## config.mk

```make
export PLATFORM = sky130hd
export DESIGN_NAME = traffic_led_drv_flat
export DESIGN_NICKNAME = d
export VERILOG_FILES = /design/src/rtl/traffic_led_drv_pkg.sv /design/src/rtl/traffic_led_drv_if.sv /design/src/rtl/traffic_led_drv_tick_gen.sv /design/src/rtl/traffic_led_drv.sv /design/src/flat_wrapper.sv
export SDC_FILE = /design/constraint.sdc
export NUM_CORES = 1
export LEC_CHECK = 0
export BUFFER_PORTS_ARGS = -buffer_cell sky130_fd_sc_hd__buf_2
export CORE_MARGIN = 2
export CORE_UTILIZATION = 30
export DETAILED_ROUTE_END_ITERATION = 7
export GPL_TIMING_DRIVEN = 0
export PLACE_DENSITY = 0.52
export SLEW_MARGIN = 20
export SYNTH_ARGS = -nofsm -noshare
export SYNTH_HDL_FRONTEND = slang
export SYNTH_SLANG_ARGS = --single-unit
```

## constraint.sdc

```tcl
create_clock -name clk -period 1.97 [get_ports clk]
set_input_delay 0.394 -clock clk [delete_from_list [all_inputs] [get_ports clk]]
set_output_delay 0.394 -clock clk [all_outputs]
set_load 0.01 [all_outputs]
```

## src/rtl/traffic_led_drv_pkg.sv

```systemverilog
// Purpose: shared light-code constants, driver state encoding and code legality helper.
// Latency: n/a (declarations only).
// Backpressure: n/a.
package traffic_pkg;

  // Light codes, shared with the upstream traffic-light controller.
  localparam logic [2:0] LED_OFF    = 3'b000;
  localparam logic [2:0] LED_RED    = 3'b001;
  localparam logic [2:0] LED_GREEN  = 3'b010;
  localparam logic [2:0] LED_YELLOW = 3'b100;

  typedef enum logic [1:0] {
    NORMAL = 2'd0,
    PEND   = 2'd1,
    FAULT  = 2'd2
  } drv_state_t;

  // A code is legal when at most one light is lit.
  function automatic logic is_legal(input logic [2:0] code);
    return (code == LED_OFF) || (code == LED_RED) ||
           (code == LED_GREEN) || (code == LED_YELLOW);
  endfunction

endpackage

```

## src/rtl/traffic_led_drv_if.sv

```systemverilog
// Purpose: bundle between light controller (master) and LED driver (slave).
// Latency: n/a (wiring only).
// Backpressure: none; the driver accepts a code every cycle.
// Signals: led_code/duty towards the driver; led_out/fault/phase_sec back.
interface traffic_led_drv_if #(
  parameter int PWM_BITS = 8
);
  logic [2:0]          led_code;
  logic [PWM_BITS-1:0] duty;
  logic [2:0]          led_out;
  logic                fault;
  logic [3:0]          phase_sec;

  modport master (
    output led_code, duty,
    input  led_out, fault, phase_sec
  );

  modport slave (
    input  led_code, duty,
    output led_out, fault, phase_sec
  );
endinterface

```

## src/rtl/traffic_led_drv_tick_gen.sv

```systemverilog
// Purpose: free-running prescaler producing half-second and one-second strobes.
// Latency: strobes are decoded from the counter register, one cycle wide.
// Backpressure: none.
// Ports: clk, rst (sync, active-high), half_tick, sec_tick.
// TICK_1S must be even and >= 4 so both half-periods are equal and non-empty.
module tick_gen #(
  parameter int TICK_1S = 50_000_000
) (
  input  logic clk,
  input  logic rst,
  output logic half_tick,
  output logic sec_tick
);
  localparam int CW = $clog2(TICK_1S);
  localparam logic [CW-1:0] HALF_LAST = CW'(TICK_1S / 2 - 1);
  localparam logic [CW-1:0] FULL_LAST = CW'(TICK_1S - 1);

  logic [CW-1:0] pre_cnt;

  always_ff @(posedge clk) begin
    if (rst) begin
      pre_cnt <= '0;
    end else if (pre_cnt == FULL_LAST) begin
      pre_cnt <= '0;
    end else begin
      pre_cnt <= pre_cnt + CW'(1);
    end
  end

  assign sec_tick  = (pre_cnt == FULL_LAST);
  assign half_tick = sec_tick || (pre_cnt == HALF_LAST);

endmodule

```

## src/rtl/traffic_led_drv.sv

```systemverilog
// Purpose: drive LED pins from controller light code with PWM, yellow blink, phase timer and sticky fault.
// Latency: led_code -> led_out is 2 cycles (input register, then output register).
// Backpressure: none; a new code is accepted every cycle.
// Ports: clk, rst (sync, active-high), drv (slave side: led_code, duty in; led_out, fault, phase_sec out).
module traffic_led_drv
  import traffic_pkg::*;
#(
  parameter int TICK_1S      = 50_000_000,
  parameter int PWM_BITS     = 8,
  parameter int FAULT_SEC    = 3,
  parameter int YELLOW_BLINK = 1
) (
  input  logic               clk,
  input  logic               rst,
  traffic_led_drv_if.slave   drv
);

  logic [2:0]          code_q;
  logic [2:0]          code_prev;
  logic [PWM_BITS-1:0] pwm_cnt;
  logic                blink;
  logic                half_tick;
  logic                sec_tick;
  drv_state_t          state;
  logic [3:0]          pend_cnt;
  logic [2:0]          led_out_q;
  logic                fault_q;
  logic [3:0]          phase_q;

  logic                pwm_on;
  logic                code_legal;
  logic [2:0]          blink_mask;
  logic [2:0]          normal_led;
  logic [3:0]          phase_next;

  tick_gen #(
    .TICK_1S (TICK_1S)
  ) u_tick (
    .clk       (clk),
    .rst       (rst),
    .half_tick (half_tick),
    .sec_tick  (sec_tick)
  );

  // Input pipeline, PWM counter and blink phase.
  always_ff @(posedge clk) begin
    if (rst) begin
      code_q    <= LED_OFF;
      code_prev <= LED_OFF;
      pwm_cnt   <= '0;
      blink     <= 1'b0;
    end else begin
      code_q    <= drv.led_code;
      code_prev <= code_q;
      pwm_cnt   <= pwm_cnt + PWM_BITS'(1);
      if (half_tick) begin
        blink <= ~blink;
      end
    end
  end

  // All-ones duty is forced fully on; otherwise the compare would leave
  // one dark cycle per PWM period.
  assign pwm_on     = (pwm_cnt < drv.duty) || (&drv.duty);
  assign code_legal = is_legal(code_q);
  assign blink_mask = (YELLOW_BLINK != 0) ? {blink, 2'b11} : 3'b111;
  assign normal_led = code_q & {3{pwm_on}} & blink_mask;

  // A code change clears the timer even if a second boundary lands on the
  // same cycle; otherwise count seconds and stick at 15.
  always_comb begin
    phase_next = phase_q;
    if (code_q != code_prev) begin
      phase_next = 4'd0;
    end else if (sec_tick && (phase_q != 4'hF)) begin
      phase_next = phase_q + 4'd1;
    end
  end

  // Outputs are computed from the state held before each edge.
  always_ff @(posedge clk) begin
    if (rst) begin
      state     <= NORMAL;
      pend_cnt  <= 4'd0;
      led_out_q <= LED_OFF;
      fault_q   <= 1'b0;
      phase_q   <= 4'd0;
    end else begin
      case (state)
        NORMAL: begin
          phase_q <= phase_next;
          if (code_legal) begin
            led_out_q <= normal_led;
          end else begin
            state     <= PEND;
            pend_cnt  <= 4'd0;
            led_out_q <= LED_OFF;
          end
        end
        PEND: begin
          led_out_q <= LED_OFF;
          phase_q   <= phase_next;
          // A legal code beats a timeout on the same cycle. The prescaler
          // is free-running, so the first counted second may be partial.
          if (code_legal) begin
            state <= NORMAL;
          end else if (sec_tick) begin
            if (pend_cnt == 4'(FAULT_SEC - 1)) begin
              state <= FAULT;
            end else begin
              pend_cnt <= pend_cnt + 4'd1;
            end
          end
        end
        FAULT: begin
          // Sticky: only rst leaves this state. Red flashes at full brightness.
          fault_q   <= 1'b1;
          led_out_q <= {2'b00, blink};
          phase_q   <= 4'd0;
        end
        default: begin
          state <= NORMAL;
        end
      endcase
    end
  end

  assign drv.led_out   = led_out_q;
  assign drv.fault     = fault_q;
  assign drv.phase_sec = phase_q;

endmodule

```

## src/flat_wrapper.sv

```systemverilog
// flat-port wrapper written by rule: the top's interface ports become plain ports
module traffic_led_drv_flat import traffic_pkg::*;
#(
  parameter int TICK_1S      = 50_000_000,
  parameter int PWM_BITS     = 8,
  parameter int FAULT_SEC    = 3,
  parameter int YELLOW_BLINK = 1
)
  (clk, rst, drv_led_code, drv_duty, drv_led_out, drv_fault, drv_phase_sec);
  traffic_led_drv_if #(.PWM_BITS(PWM_BITS)) drv_i ();
  input  logic clk;
  input  logic rst;
  input wire logic [$bits(drv_i.led_code)-1:0] drv_led_code;
  input wire logic [$bits(drv_i.duty)-1:0] drv_duty;
  output wire logic [$bits(drv_i.led_out)-1:0] drv_led_out;
  output wire logic [$bits(drv_i.fault)-1:0] drv_fault;
  output wire logic [$bits(drv_i.phase_sec)-1:0] drv_phase_sec;
  assign drv_i.led_code = drv_led_code;
  assign drv_i.duty = drv_duty;
  assign drv_led_out = drv_i.led_out;
  assign drv_fault = drv_i.fault;
  assign drv_phase_sec = drv_i.phase_sec;
  traffic_led_drv #(.TICK_1S(TICK_1S), .PWM_BITS(PWM_BITS), .FAULT_SEC(FAULT_SEC), .YELLOW_BLINK(YELLOW_BLINK)) u_core (.clk(clk), .rst(rst), .drv(drv_i));
endmodule
```

==> metrics.txt <==
Synth top cells by count 55 x dfxtp_1, 50 x nor2_1, 21 x xor2_1; GRT Overall Usage 0.1147; R2R setup slack 0.07 ns; fillers around 880; achievable frequency 0.5271 GHz; total power per unit cell area between 600 and 700 nW/um^2; Hold-fix buffers, CTS 0; final worst-path cycle share 0.9630; WP buf/inv 1; CP arrival 2.12 ns; DRC errors left 0; # rows 34; Cells after Synth 310; first-pass GRT wire length 9218 microns; Clock Skews about 0.012 ns; most frequent cell after synthesis dfxtp_1; CP Cell Sequence or4_4 > nor4_4 > buf_6 > and2_4 > a21o_1 > a31oi_1 > a311oi_1; Worst Hold Slack a little under 0.3 ns; core area ~8700 sq um; RSZ-0062 raised after global routing yes; global route overflow 0; async set or reset register ratio after synthesis 0; EDFF count, synth 0; Max IR drop VDD between 0.3 and 0.4 mV; die area just under 10,000 sq um; Hold Path Class input port to flip-flop; Antenna Cells 0; CP Class flip-flop to flip-flop; gp weighted congestion 0.7847; static leakage ~1.3 nW; Synth Register Bits 55; post-synthesis cell type count 42; layout cell share with drive strength beyond 1 0.1977; syn nets 340; Comb power frac 0.090; initial antenna violation count 0; Final Hold Fails 0; path depth of the worst reg2reg path 7; Clk pwr share 0.324; Area growth syn-to-layout 21.84%; routed len/inst ~12 microns; CP max stage delay ~0.52 ns; initial DRC count between 40 and 50; Final Slew Violations 0; Mapped Area between 2000 and 3000 sq um; Pint 1.473 mW; critical path's slowest cell or4_4; Root Driver clkbuf_8; DR pass1 iterations 4; CP max FO 5; Crit. End Element flip-flop; Synth area leaders dfxtp_1 41%, ha_1 7.9%, nor2_1 7.0%; NetSw approximately 0.5 mW; worst skew pair latency roughly 0.31 ns; Initial Util 0.3080; outcome completed; min-delay src drv_led_code[2]; Clk pin slew, worst setup/hold paths ~0.11 ns; max cap viols 0; Synth area leader dfxtp_1; Hold Path Sink u_core.code_q[2]; Worst R2R End u_core.state[0]; port bufs 20; layout net count 378; CTS tree done; sequential area share after synthesis 0.4099; worst reg2reg path startpoint u_core.u_tick.pre_cnt[9]; # setup viols final 0; Least-Margin Pin Slew 0.5345 ns; register share of total power 0.586; Hold Crit Depth 2; Vias 2,184; CTS buffer count 5; DP Wirelength between 3000 and 4000 microns; top cell type's share of synthesized area 0.4099; Post-synth top flop dfxtp_1; design area roughly 3300 sq um; vias in the first global route roughly 2,000; dpl cell area a little under 3000 sq um; maximum root-to-sink buffer count 2; Yosys Warn Count 0; family with the most delay on the worst path simple AND/OR/NAND/NOR gates; largest net degree at the start of global routing 19; H-tree levels 2; drt total wl 5420 microns; Slew headroom 0.6423; critical path launch point type flip-flop; Final min period around 1.9 ns; CTS Sinks 55; DIE HEIGHT ~99 microns; WP data required between 2 and 2.5 ns; Via density ~4.8; Switching Fraction 0.2534; I/O pin count 21; syn avg cell area just under 9 sq um; final antenna-violating net count 0; Die X a little under 100 microns
layer usage:
layer | part of all wire | vias to the layer above | GRT usage | wire (microns)
li1 | - | 1148 | - | -
met1 | 0.50 | 1006 | 0.1497 | 2702
met2 | 0.46 | 25 | 0.1926 | 2508
met3 | 0.030 | 5 | 0.02411 | 163
met4 | 0.0083 | 0 | 0.03161 | 45
met5 | 0 | - | 0 | 0
how the worst max path moves through the flow:
stage | startpoint | end | cells past startpoint
after global routing | u_core.u_tick.pre_cnt[0] | u_core.state[0] | 9
after global placement | u_core.u_tick.pre_cnt[0] | u_core.u_tick.pre_cnt[2] | 8
after detailed placement | u_core.u_tick.pre_cnt[0] | u_core.u_tick.pre_cnt[18] | 8
after floorplan | u_core.state[0] | u_core.drv.led_out[1] | 5
after CTS | u_core.u_tick.pre_cnt[14] | u_core.pend_cnt[1] | 7
final | u_core.u_tick.pre_cnt[9] | u_core.state[0] | 7
cells in the final DEF (no fill, tap or decap), types with 5 or more instances in the layout:
cell	instances
xnor2_1	11
xor2_1	21
nand2_1	18
nand4_1	13
nor2b_1	12
o21ai_0	11
ha_1	15
nor2_1	50
dfxtp_1	47
dfxtp_2	5
buf_4	11
clkbuf_8	5
a21oi_1	13
nand3_1	17
or3_1	5
buf_2	20
inv_1	16
cell families after synthesis:
group	after synthesis	synth area share
AOI/OAI and AO/OA	37	0.08058
xor gates and xnor gates	32	0.1043
adders and majority gates	17	0.07918
buffers and inverters	23	0.03447
DFF	55	0.4099
muxes	2	0.007453
and+or+nand+nor	144	0.2841
power groups by stage:
stage	sequential [mW]	combinational [mW]	clock [mW]
2_1_floorplan	1.18	0.102	0
3_3_place_gp	1.18	0.148	0
3_5_place_dp	1.18	0.149	0
4_1_cts	1.16	0.163	0.676
5_1_grt	1.16	0.202	0.718
6_report	1.16	0.177	0.640
worst reg2reg max path: stages (launching register included):
cell and delay, ns:
dfxtp_2 0.36, or4_4 0.53, nor4_4 0.16, buf_6 0.17
and2_4 0.15, a21o_1 0.12, a31oi_1 0.07, a311oi_1 0.26
cell type report:
cell class                 count  area (sq um)  share of cell area
buffer                         6         48.80             0.01491
clock buffer                   5         68.82             0.02102
clock inverter                 3         23.77            0.007263
inverter                      16         60.06             0.01835
multi-input combinational    232          1624              0.4962
sequential                    55          1119              0.3417
tap                          108         135.1             0.04128
timing repair buffer          32         193.9             0.05925
flip-flops by register name, summed over array words and instances, names as in the netlist:
name,count
u_core.blink,1
u_core.code_prev,3
u_core.code_q,3
u_core.drv.fault,1
u_core.drv.led_out,3
u_core.drv.phase_sec,4
u_core.pend_cnt,4
u_core.pwm_cnt,8
u_core.state,2
u_core.u_tick.pre_cnt,26
metrics by stage:
stage | util | setup slack, ns | power [mW] | instances | TNS [ns]
CTS | 0.3570 | -0.08668 | 1.995 | 452 | -0.4097
global placement | 0.3350 | -0.2624 | 1.329 | 438 | -6.846
finish | 0.3753 | 0.07291 | 1.972 | 457 | 0
global route | 0.3753 | -0.08998 | 2.080 | 457 | -0.6094
floorplan | - | 0.09387 | 1.280 | 310 | 0
detailed placement | 0.3350 | -0.2774 | 1.330 | 438 | -7.292
what timing repair did:
action                     4_1_cts  5_1_grt
setup buffers                    5        6
cloned                           1        0
setup endpoints to repair       36       38
resized for setup               16       22
pin swaps                        4        5
Power figures use the tool's default switching activity.
